File: src/rtl/cam_pkg.sv
// cam_pkg: shared definitions for the camera frame-capture block.
//   cam_state_e : capture state machine encoding
//   cam_fmt_e   : output pixel format selector (fmt input)
//   cam_dec_e   : decimation selector (dec input)
//   pack_pixel  : converts a sensor byte pair into the 16-bit buffer word
//   keep_pixel  : decimation filter on the low bits of column/row
package cam_pkg;

    typedef enum logic [1:0] {
        ST_IDLE    = 2'b00,
        ST_WAIT_VS = 2'b01,
        ST_ACTIVE  = 2'b10,
        ST_DONE    = 2'b11
    } cam_state_e;

    // Code 11 behaves exactly like RGB565.
    typedef enum logic [1:0] {
        FMT_RGB565 = 2'b00,
        FMT_RGB444 = 2'b01,
        FMT_Y8     = 2'b10,
        FMT_ALT565 = 2'b11
    } cam_fmt_e;

    // Code 11 behaves exactly like divide-by-4.
    typedef enum logic [1:0] {
        DEC_NONE    = 2'b00,
        DEC_HALF    = 2'b01,
        DEC_QUARTER = 2'b10,
        DEC_ALTQ    = 2'b11
    } cam_dec_e;

    // hi is the first (phase-0) byte of a pixel, lo the second.
    function automatic logic [15:0] pack_pixel(input logic [1:0] fmt,
                                               input logic [7:0] hi,
                                               input logic [7:0] lo);
        logic [15:0] pix;
        case (cam_fmt_e'(fmt))
            FMT_RGB444: pix = {4'b0000, hi[7:4], hi[2:0], lo[7], lo[4:1]};
            FMT_Y8:     pix = {8'h00, hi};
            default:    pix = {hi, lo};
        endcase
        return pix;
    endfunction

    // A pixel survives decimation when the low k bits of both column and row are zero.
    function automatic logic keep_pixel(input logic [1:0] dec,
                                        input logic [1:0] col,
                                        input logic [1:0] row);
        logic keep;
        case (cam_dec_e'(dec))
            DEC_NONE: keep = 1'b1;
            DEC_HALF: keep = (col[0] == 1'b0) && (row[0] == 1'b0);
            default:  keep = (col == 2'b00) && (row == 2'b00);
        endcase
        return keep;
    endfunction

endpackage

File: src/rtl/cam_pixel_pack.sv
// cam_pixel_pack: combinational byte-pair to buffer-word conversion.
//   i_fmt : output format code (cam_fmt_e encoding)
//   i_hi  : phase-0 byte of the pixel
//   i_lo  : phase-1 byte of the pixel
//   o_pix : packed 16-bit pixel word
module cam_pixel_pack
    import cam_pkg::*;
(
    input  logic [1:0]  i_fmt,
    input  logic [7:0]  i_hi,
    input  logic [7:0]  i_lo,
    output logic [15:0] o_pix
);

    assign o_pix = pack_pixel(i_fmt, i_hi, i_lo);

endmodule

File: src/rtl/cam_frame_capture.sv
// cam_frame_capture: captures one sensor frame (vsync/href/byte bus) into a
// frame buffer, with format conversion, decimation and overflow detection.
//   clk, reset        : pixel clock, asynchronous active-high reset
//   vsync, href, d    : sensor frame blanking, line valid, data byte
//   fmt, dec          : output format and decimation, latched at frame start
//   single, arm       : single-shot mode and its capture request pulse
//   we, addr, dout    : registered frame-buffer write port
//   frame_done        : one-cycle pulse at the end of each captured frame
//   busy              : waiting for or receiving a frame
//   overflow          : sticky, a kept pixel found the buffer already full
module cam_frame_capture
    import cam_pkg::*;
#(
    parameter int ADDR_W = 17,
    parameter int DEPTH  = 76800,
    parameter int LINE_W = 640
)
(
    input  logic              clk,
    input  logic              reset,
    input  logic              vsync,
    input  logic              href,
    input  logic [7:0]        d,
    input  logic [1:0]        fmt,
    input  logic [1:0]        dec,
    input  logic              single,
    input  logic              arm,
    output logic              we,
    output logic [ADDR_W-1:0] addr,
    output logic [15:0]       dout,
    output logic              frame_done,
    output logic              busy,
    output logic              overflow
);

    localparam int COL_W = $clog2(LINE_W);
    localparam logic [COL_W-1:0]  COL_ONE   = COL_W'(1);
    localparam logic [COL_W-1:0]  LAST_COL  = COL_W'(LINE_W - 1);
    localparam logic [ADDR_W-1:0] ADDR_ONE  = ADDR_W'(1);
    localparam logic [ADDR_W-1:0] LAST_ADDR = ADDR_W'(DEPTH - 1);

    cam_state_e        r_state;
    cam_state_e        w_next;
    logic              w_start;
    logic              r_vs_seen;
    logic [1:0]        r_fmt;
    logic [1:0]        r_dec;
    logic              r_phase;
    logic [7:0]        r_hi;
    logic [COL_W-1:0]  r_col;
    logic              r_col_full;
    // Only the low two row bits matter for decimation, so the row counter wraps.
    logic [1:0]        r_row;
    logic              r_href_d;
    logic [ADDR_W-1:0] r_wptr;
    logic              r_mem_full;
    logic              r_we;
    logic [ADDR_W-1:0] r_addr;
    logic [15:0]       r_dout;
    logic              r_frame_done;
    logic              r_busy;
    logic              r_overflow;
    logic              w_keep;
    logic [15:0]       w_pix;

    cam_pixel_pack u_pack (
        .i_fmt (r_fmt),
        .i_hi  (r_hi),
        .i_lo  (d),
        .o_pix (w_pix)
    );

    // Next-state decode for the capture state machine.
    always_comb begin
        w_next  = r_state;
        w_start = 1'b0;
        case (r_state)
            ST_IDLE: begin
                if (!single || arm) begin
                    w_next = ST_WAIT_VS;
                end else begin
                    w_next = ST_IDLE;
                end
            end
            ST_WAIT_VS: begin
                if (r_vs_seen && !vsync) begin
                    w_next  = ST_ACTIVE;
                    w_start = 1'b1;
                end else begin
                    w_next = ST_WAIT_VS;
                end
            end
            ST_ACTIVE: begin
                if (vsync) begin
                    w_next = ST_DONE;
                end else begin
                    w_next = ST_ACTIVE;
                end
            end
            ST_DONE: w_next = ST_IDLE;
            default: w_next = ST_IDLE;
        endcase
    end

    // A pixel is written when its second byte arrives, it passes decimation
    // and its column is still inside the line width.
    assign w_keep = (r_state == ST_ACTIVE) && href && r_phase && !r_col_full &&
                    keep_pixel(r_dec, r_col[1:0], r_row);

    // State register plus the "vsync seen high" qualifier for frame start.
    always_ff @(posedge clk or posedge reset) begin
        if (reset) begin
            r_state   <= ST_IDLE;
            r_vs_seen <= 1'b0;
        end else begin
            r_state   <= w_next;
            r_vs_seen <= (r_state == ST_WAIT_VS) && (r_vs_seen || vsync);
        end
    end

    // Delayed href for falling-edge (end of line) detection.
    always_ff @(posedge clk or posedge reset) begin
        if (reset) begin
            r_href_d <= 1'b0;
        end else begin
            r_href_d <= href;
        end
    end

    // Byte phase, column and row tracking; fmt/dec are frozen for the frame.
    always_ff @(posedge clk or posedge reset) begin
        if (reset) begin
            r_phase    <= 1'b0;
            r_hi       <= 8'h00;
            r_col      <= '0;
            r_col_full <= 1'b0;
            r_row      <= 2'b00;
            r_fmt      <= 2'b00;
            r_dec      <= 2'b00;
        end else if (w_start) begin
            r_phase    <= 1'b0;
            r_col      <= '0;
            r_col_full <= 1'b0;
            r_row      <= 2'b00;
            r_fmt      <= fmt;
            r_dec      <= dec;
        end else if (r_state == ST_ACTIVE) begin
            if (href) begin
                r_phase <= ~r_phase;
                if (!r_phase) begin
                    r_hi <= d;
                end else if (!r_col_full) begin
                    // The last in-range column marks the line full instead of
                    // wrapping, so later pixels on this line are dropped.
                    if (r_col == LAST_COL) begin
                        r_col_full <= 1'b1;
                    end else begin
                        r_col <= r_col + COL_ONE;
                    end
                end
            end else begin
                // A dangling phase-0 byte is simply forgotten here.
                r_phase    <= 1'b0;
                r_col      <= '0;
                r_col_full <= 1'b0;
            end
            if (r_href_d && !href) begin
                r_row <= r_row + 2'b01;
            end
        end
    end

    // Frame-buffer write port, write pointer and sticky overflow.
    always_ff @(posedge clk or posedge reset) begin
        if (reset) begin
            r_we       <= 1'b0;
            r_addr     <= '0;
            r_dout     <= 16'h0000;
            r_wptr     <= '0;
            r_mem_full <= 1'b0;
            r_overflow <= 1'b0;
        end else begin
            r_we <= 1'b0;
            if (w_start) begin
                r_wptr     <= '0;
                r_mem_full <= 1'b0;
                r_overflow <= 1'b0;
            end else if (w_keep) begin
                if (r_mem_full) begin
                    r_overflow <= 1'b1;
                end else begin
                    r_we   <= 1'b1;
                    r_addr <= r_wptr;
                    r_dout <= w_pix;
                    if (r_wptr == LAST_ADDR) begin
                        r_mem_full <= 1'b1;
                    end else begin
                        r_wptr <= r_wptr + ADDR_ONE;
                    end
                end
            end
        end
    end

    // Status outputs registered from the next state so they align with it.
    always_ff @(posedge clk or posedge reset) begin
        if (reset) begin
            r_frame_done <= 1'b0;
            r_busy       <= 1'b0;
        end else begin
            r_frame_done <= (w_next == ST_DONE);
            r_busy       <= (w_next == ST_WAIT_VS) || (w_next == ST_ACTIVE);
        end
    end

    assign we         = r_we;
    assign addr       = r_addr;
    assign dout       = r_dout;
    assign frame_done = r_frame_done;
    assign busy       = r_busy;
    assign overflow   = r_overflow;

endmodule

File: config.mk
export PLATFORM = sky130hd
export DESIGN_NAME = cam_frame_capture
export DESIGN_NICKNAME = d
export VERILOG_FILES = /design/src/rtl/cam_pkg.sv /design/src/rtl/cam_pixel_pack.sv /design/src/rtl/cam_frame_capture.sv
export SDC_FILE = /design/constraint.sdc
export NUM_CORES = 1
export LEC_CHECK = 0
export CORE_ASPECT_RATIO = 0.9
export CORE_UTILIZATION = 59
export CTS_CLUSTER_DIAMETER = 60
export DETAILED_ROUTE_END_ITERATION = 12
export GPL_TIMING_DRIVEN = 0
export PLACE_DENSITY = 0.85
export SYNTH_ARGS = -nofsm -noshare
export SYNTH_HDL_FRONTEND = slang
export SYNTH_HIERARCHICAL = 1
export SYNTH_SLANG_ARGS = --single-unit
File: constraint.sdc
create_clock -name clk -period 6.2 [get_ports clk]
set_input_delay 0.62 -clock clk [delete_from_list [all_inputs] [get_ports clk]]
set_output_delay 0.62 -clock clk [all_outputs]
set_load 0.005 [all_outputs]
## Yosys cells after proc, flatten, opt, wreduce, memory -nomap -nowiden

Cells that the tools add are included.

- Eq/ne operators: 16
- Bitwise gates (word level): 5
- Mux-type cells: 40
- Add/sub/neg operators: 3
- Reduce and logical (&&, ||, !) cells: 31

Operators with widths:

| kind | count |
|---|---|
| $mux 17 | 4 |
| $mux 10 | 6 |
| $pmux 16 s2 | 1 |
| $mux 1 | 23 |
| $add 17x1->17 const B | 1 |
| $eq 17x17->1 const B | 1 |
| $add 10x1->10 const B | 1 |
| $eq 10x10->1 const B | 1 |
| $eq 2x2->1 const B | 5 |
| $logic_and 1x1->1 | 9 |
| $eq 2x1->1 const B | 4 |
| $logic_not 2->1 | 4 |
| $mux 2 | 4 |
| $pmux 2 s4 | 1 |
| $reduce_and 4->1 | 2 |
| $reduce_bool 2->1 | 4 |
| $ne 3x3->1 const B | 2 |
| $reduce_and 2->1 | 3 |
| $reduce_and 3->1 | 2 |
| $not 1->1 | 5 |
| $logic_not 1->1 | 4 |
| $ne 2x2->1 const B | 2 |
| $logic_or 1x1->1 | 3 |
| $ne 3x1->1 const B | 1 |
| 2 further kinds | 2 |

- Bits in registers: 85
- Bits of input ports: 18
- Logic and storage cells: 113
- Output and inout bits: 37

## Logic depth before layout (Yosys ltp)

- Word-level depth: 7
- Mapped depth: 11
- Mapped depth without buffers: 8

## Modules after synthesis

The synthesis kept the hierarchy.

By module, submodules not included:

| module | area an instance (sq um) | sequential area each (sq um) | instances | cells each |
|---|---|---|---|---|
| cam_frame_capture | 3,842.4 | 2,127.0 | 1 | 397 |
| cam_pixel_pack | 269.0 | 0.0 | 1 | 41 |

## Least setup slack after synthesis

No wires, ideal clock.

- Kind: input port to flip-flop
- Start point: input port href
- End point: register r_wptr[3]
- Buffers on the path: 3
- Setup slack: 4,134 ps
- Library setup time: 136 ps
- Arrival time: 1,930 ps
- Cell stages on the path: 8
- Required time: 6,064 ps
- Cell sequence: and3b_4 > o2111ai_4 > or2_0 > buf_2 > buf_2 > buf_2 > o31ai_1 > a21oi_1

- Cells in the longest elaborated chain, start to end: 6

RTL lines:

| item | RTL line | source |
|---|---|---|
| start: declaration | cam_frame_capture.sv:22 | `input logic href,` |
| $logic_and 1x1->1 (4 in a row) | cam_frame_capture.sv:107 | `assign w_keep = (r_state == ST_ACTIVE) && href && r_phase && !r_col_full &&` |
| $reduce_bool 2->1 (no line) | -- |  |
| $reduce_and 3->1 (no line) | -- |  |
| end signal: assignment | cam_frame_capture.sv:198 | `r_wptr <= r_wptr + ADDR_ONE;` |
| end: declaration | cam_frame_capture.sv:55 | `logic [ADDR_W-1:0] r_wptr;` |

Every way passes these cells.
A chain may end at the register's enable or synchronous reset.

## Final worst setup path

- Start point: input port href
- End point: register r_hi[6]

- Cells in the longest elaborated chain, start to end: 1

RTL lines:

| item | RTL line | source |
|---|---|---|
| $reduce_and 4->1 (no line) | -- |  |
| end signal: assignment | cam_frame_capture.sv:134 | `r_hi <= 8'h00;` |
| end signal: assignment | cam_frame_capture.sv:151 | `r_hi <= d;` |
| end: declaration | cam_frame_capture.sv:49 | `logic [7:0] r_hi;` |

Every way passes these cells.

==> results.py <==
metrics = {
    "synthesis": {
        "synthFlopType": "dfrtp_1",
        "ys_types": 57,
        "synth_commonest_cells": "nand2_1, dfrtp_1, a21oi_1, o21ai_0, nor2_1",
        "synth-edff-count": 0,
        "avgSynthCellArea_um2": 9.387,
        "syn-cell-area_um2": 4111,
        "syn-num-nets": 463,
        "yosysTopAreaCell": "dfrtp_1",
        "yosys_warnings": 6,
        "ys_top_cells_by_area": "dfrtp_1, nand2_1, mux2_2",
        "ys_ff_latch": 85,
        "synth_top_cell_area_share_pct": 51.73,
        "yosysSeqAreaShare_pct": 51.73,
        "async_flop_share_pct": 100.0,
        "synth.most_common_cell": "nand2_1",
        "synth_cells": 438,
    },
    "cells_and_area": {
        "layout.nets": 529,
        "antenna_cells": 0,
        "multi_input_area_um2": 1814,
        "regArea_um2": 2127,
        "final_cell_area_um2": 5009,
        "drive_gt1_share_pct": 9.055,
        "syn_to_final_growth_pct": 21.82,
        "fillCellCount": 463,
    },
    "setup_path": {
        "cp-start-kind": "input port",
        "crit_type": "in -> reg",
        "crit_arrival_ns": 2.77,
        "cp.depth": 5,
        "cp_max_fo": 10,
        "worst-path-buf-inv": 2,
        "crit_chain": "clkdlybuf4s50_1 > clkbuf_1 > nand2_1 > nor2_1 > mux2_2",
        "worstRegToRegCells": 10,
        "cp.required_ns": 6.45,
        "path_delay_family": "buffers and inverters",
        "crit_slowest_cell": "nor2_1",
        "slowest_delay_ns": 0.67,
        "cp-end-kind": "flip-flop",
    },
    "floorplanning": {
        "io_pins": 55,
        "rows": 28,
        "core_um2": 6656,
        "die_w_um": 90.00,
        "fp.dieH_um": 81.20,
        "die-area_um2": 7307,
        "initial_core_util_pct": 61.77,
    },
    "clock_network": {
        "cts_setup_buffers": 0,
        "tritoncts": "done",
        "clk_pin_slew_ns": 0.08,
        "clock-root-buffer": "clkbuf_8",
        "cts_buffers": 9,
        "cts-hold-fix-buffers": 0,
        "cts_max_path_buffers": 2,
        "insertion_delay_ns": 0.37,
        "clock-sinks": 85,
        "cts_resized": 0,
        "cts.htree.levels": 3,
    },
    "placement": {
        "dp.final_hpwl_um": 6683,
        "dpl_cell_area_um2": 4787,
        "globalplace.congestion": 0.9245,
        "port_buffers": 54,
    },
    "drt": {
        "wl_um": 9580,
        "first_iter_violations": 319,
        "avgRoutedWirePerCell_um": 16.02,
        "firstDrtPassIters": 4,
        "post_drt_via_cell_ratio": 5.870,
        "postRouteAntennaNets": 0,
        "routed-via-count": 3510,
        "drc": 0,
    },
    "timing": {
        "drv_slew": 0,
        "finClkSkew_ns": 0.01088,
        "hold_violations": 0,
        "fmax_ghz": 0.3970,
        "post-route-period-util_pct": 40.62,
        "fin_crit_ns": 2.519,
        "finalSetupTns_ns": 0,
        "setup_viol": 0,
        "tightest_slew_ns": 0.8303,
        "rsz0062_at_grt": "no",
        "slew_headroom_pct": 44.45,
    },
    "global_routing": {
        "grt_max_degree": 45,
        "grt_pass1_vias": 3345,
        "grt_pass1_wl_um": 15910,
        "antenna_found_initial": 0,
        "gr-total-overflow": 0,
        "gr-usage-all-layers_pct": 28.12,
    },
    "worst_hold_path": {
        "min_path_cells": 2,
        "holdCritPathClass": "reg -> reg",
    },
    "status": {
        "status": "finished clean",
    },
    "pwr": {
        "p_leak_nw": 2.362,
        "ir_drop_v": 0.0002919,
        "power.density_nw_per_um2": 337.0,
    },
    "flow_run": {
        "max_cap_violations": 0,
    },
}
## layer usage
metal | GRT usage (%) | vias up | wire (µm)
met4 | 8.871 | 0 | 146
li1 | - | 1655 | -
met1 | 36.69 | 1682 | 4129
met5 | 0 | - | 0
met2 | 47.08 | 155 | 4672
met3 | 6.929 | 18 | 631
## stage by stage
stage | util, % | power, W | setup slack (ns) | hold slack (ns) | cells
finish | 75.24 | 0.001688 | 3.681 | 0.4776 | 598
global placement | 71.58 | 0.001213 | 2.094 | 0.4570 | 582
global route | 75.24 | 0.001779 | 3.562 | 0.5012 | 598
detailed placement | 71.92 | 0.001242 | 3.333 | 0.4627 | 583
CTS | 75.24 | 0.001685 | 3.702 | 0.4833 | 598
floorplan | - | 0.001050 | 3.387 | 0.4393 | 438
## worst reg2reg max path, cell delays in order, from the launching register on
cell and delay [ns]:
dfrtp_1 0.43, inv_1 0.06, ha_1 0.21, a21bo_2 0.25, o2111ai_4 0.14, or2_0 0.14, buf_2 0.18, buf_2 0.24
clkbuf_1 0.41, nand2_1 0.12, nand2_1 0.09
## cells by family (layout without fill, tap and decap cells)
| family | count (synthesis) | in the layout | synth area share, % |
|---|---|---|---|
| AO/OA/AOI/OAI | 74 | 74 | 12.51 |
| XOR/XNOR | 4 | 4 | 0.8520 |
| adder cells (fa/ha/maj) | 7 | 7 | 2.130 |
| buffers and inverters | 37 | 107 | 4.138 |
| flip-flops | 85 | 85 | 51.73 |
| multiplexers | 11 | 11 | 2.922 |
| AND/OR/NAND/NOR | 220 | 220 | 25.71 |
## power by group
part           internal [W]  switching [W]
registers          0.000649      0.0000959
clock network      0.000237       0.000201
logic              0.000243       0.000262
## cell type report
cell class	count	area share, %
plain buffers	25	2.498
clock buffers	10	2.748
clock inverters	5	1.674
inverters	12	0.9493
multi-input cells	316	36.22
flip-flops and latches	85	42.47
well taps	90	2.248
repair buffers	55	11.19
## worst paths after layout
| path | start | slack, ns | to |
|---|---|---|---|
| max in group asynchronous | reset | 4.93 | addr[13] |
| hold / removal | addr[4] | 0.48 | addr[4] |
| min in group asynchronous | reset | 0.65 | dout[2] |
| setup / recovery | href | 3.68 | r_hi[6] |
| setup reg to reg | r_col[0] | 3.89 | dout[4] |
| hold reg to reg | addr[4] | 0.48 | addr[4] |
## flip-flops by register name, summed over array words and instances, names as in the netlist, 2 cells and up
| signal | flops |
|---|---|
| addr | 17 |
| dout | 16 |
| r_col | 10 |
| r_dec | 2 |
| r_fmt | 2 |
| r_hi | 8 |
| r_row | 2 |
| r_state | 2 |
| r_wptr | 17 |
## cell usage in the layout (no fill, tap or decap), types with 5 or more instances in the layout
master	Yosys	final
o21ai_0	14	14
mux2_2	8	8
dfrtp_1	85	85
and2_1	9	9
clkbuf_1	11	11
o31ai_1	9	9
a21oi_1	14	14
nor2_1	12	12
a22o_1	5	5
a22oi_1	8	8
nand4_1	10	10
clkbuf_8	0	10
or4_1	7	7
nand2_1	137	137
inv_1	11	10
nor3b_1	5	5
clkdlybuf4s50_1	0	54
nand3_1	10	10
buf_2	9	9
ha_1	7	7
(Power assumes the default switching activity.)
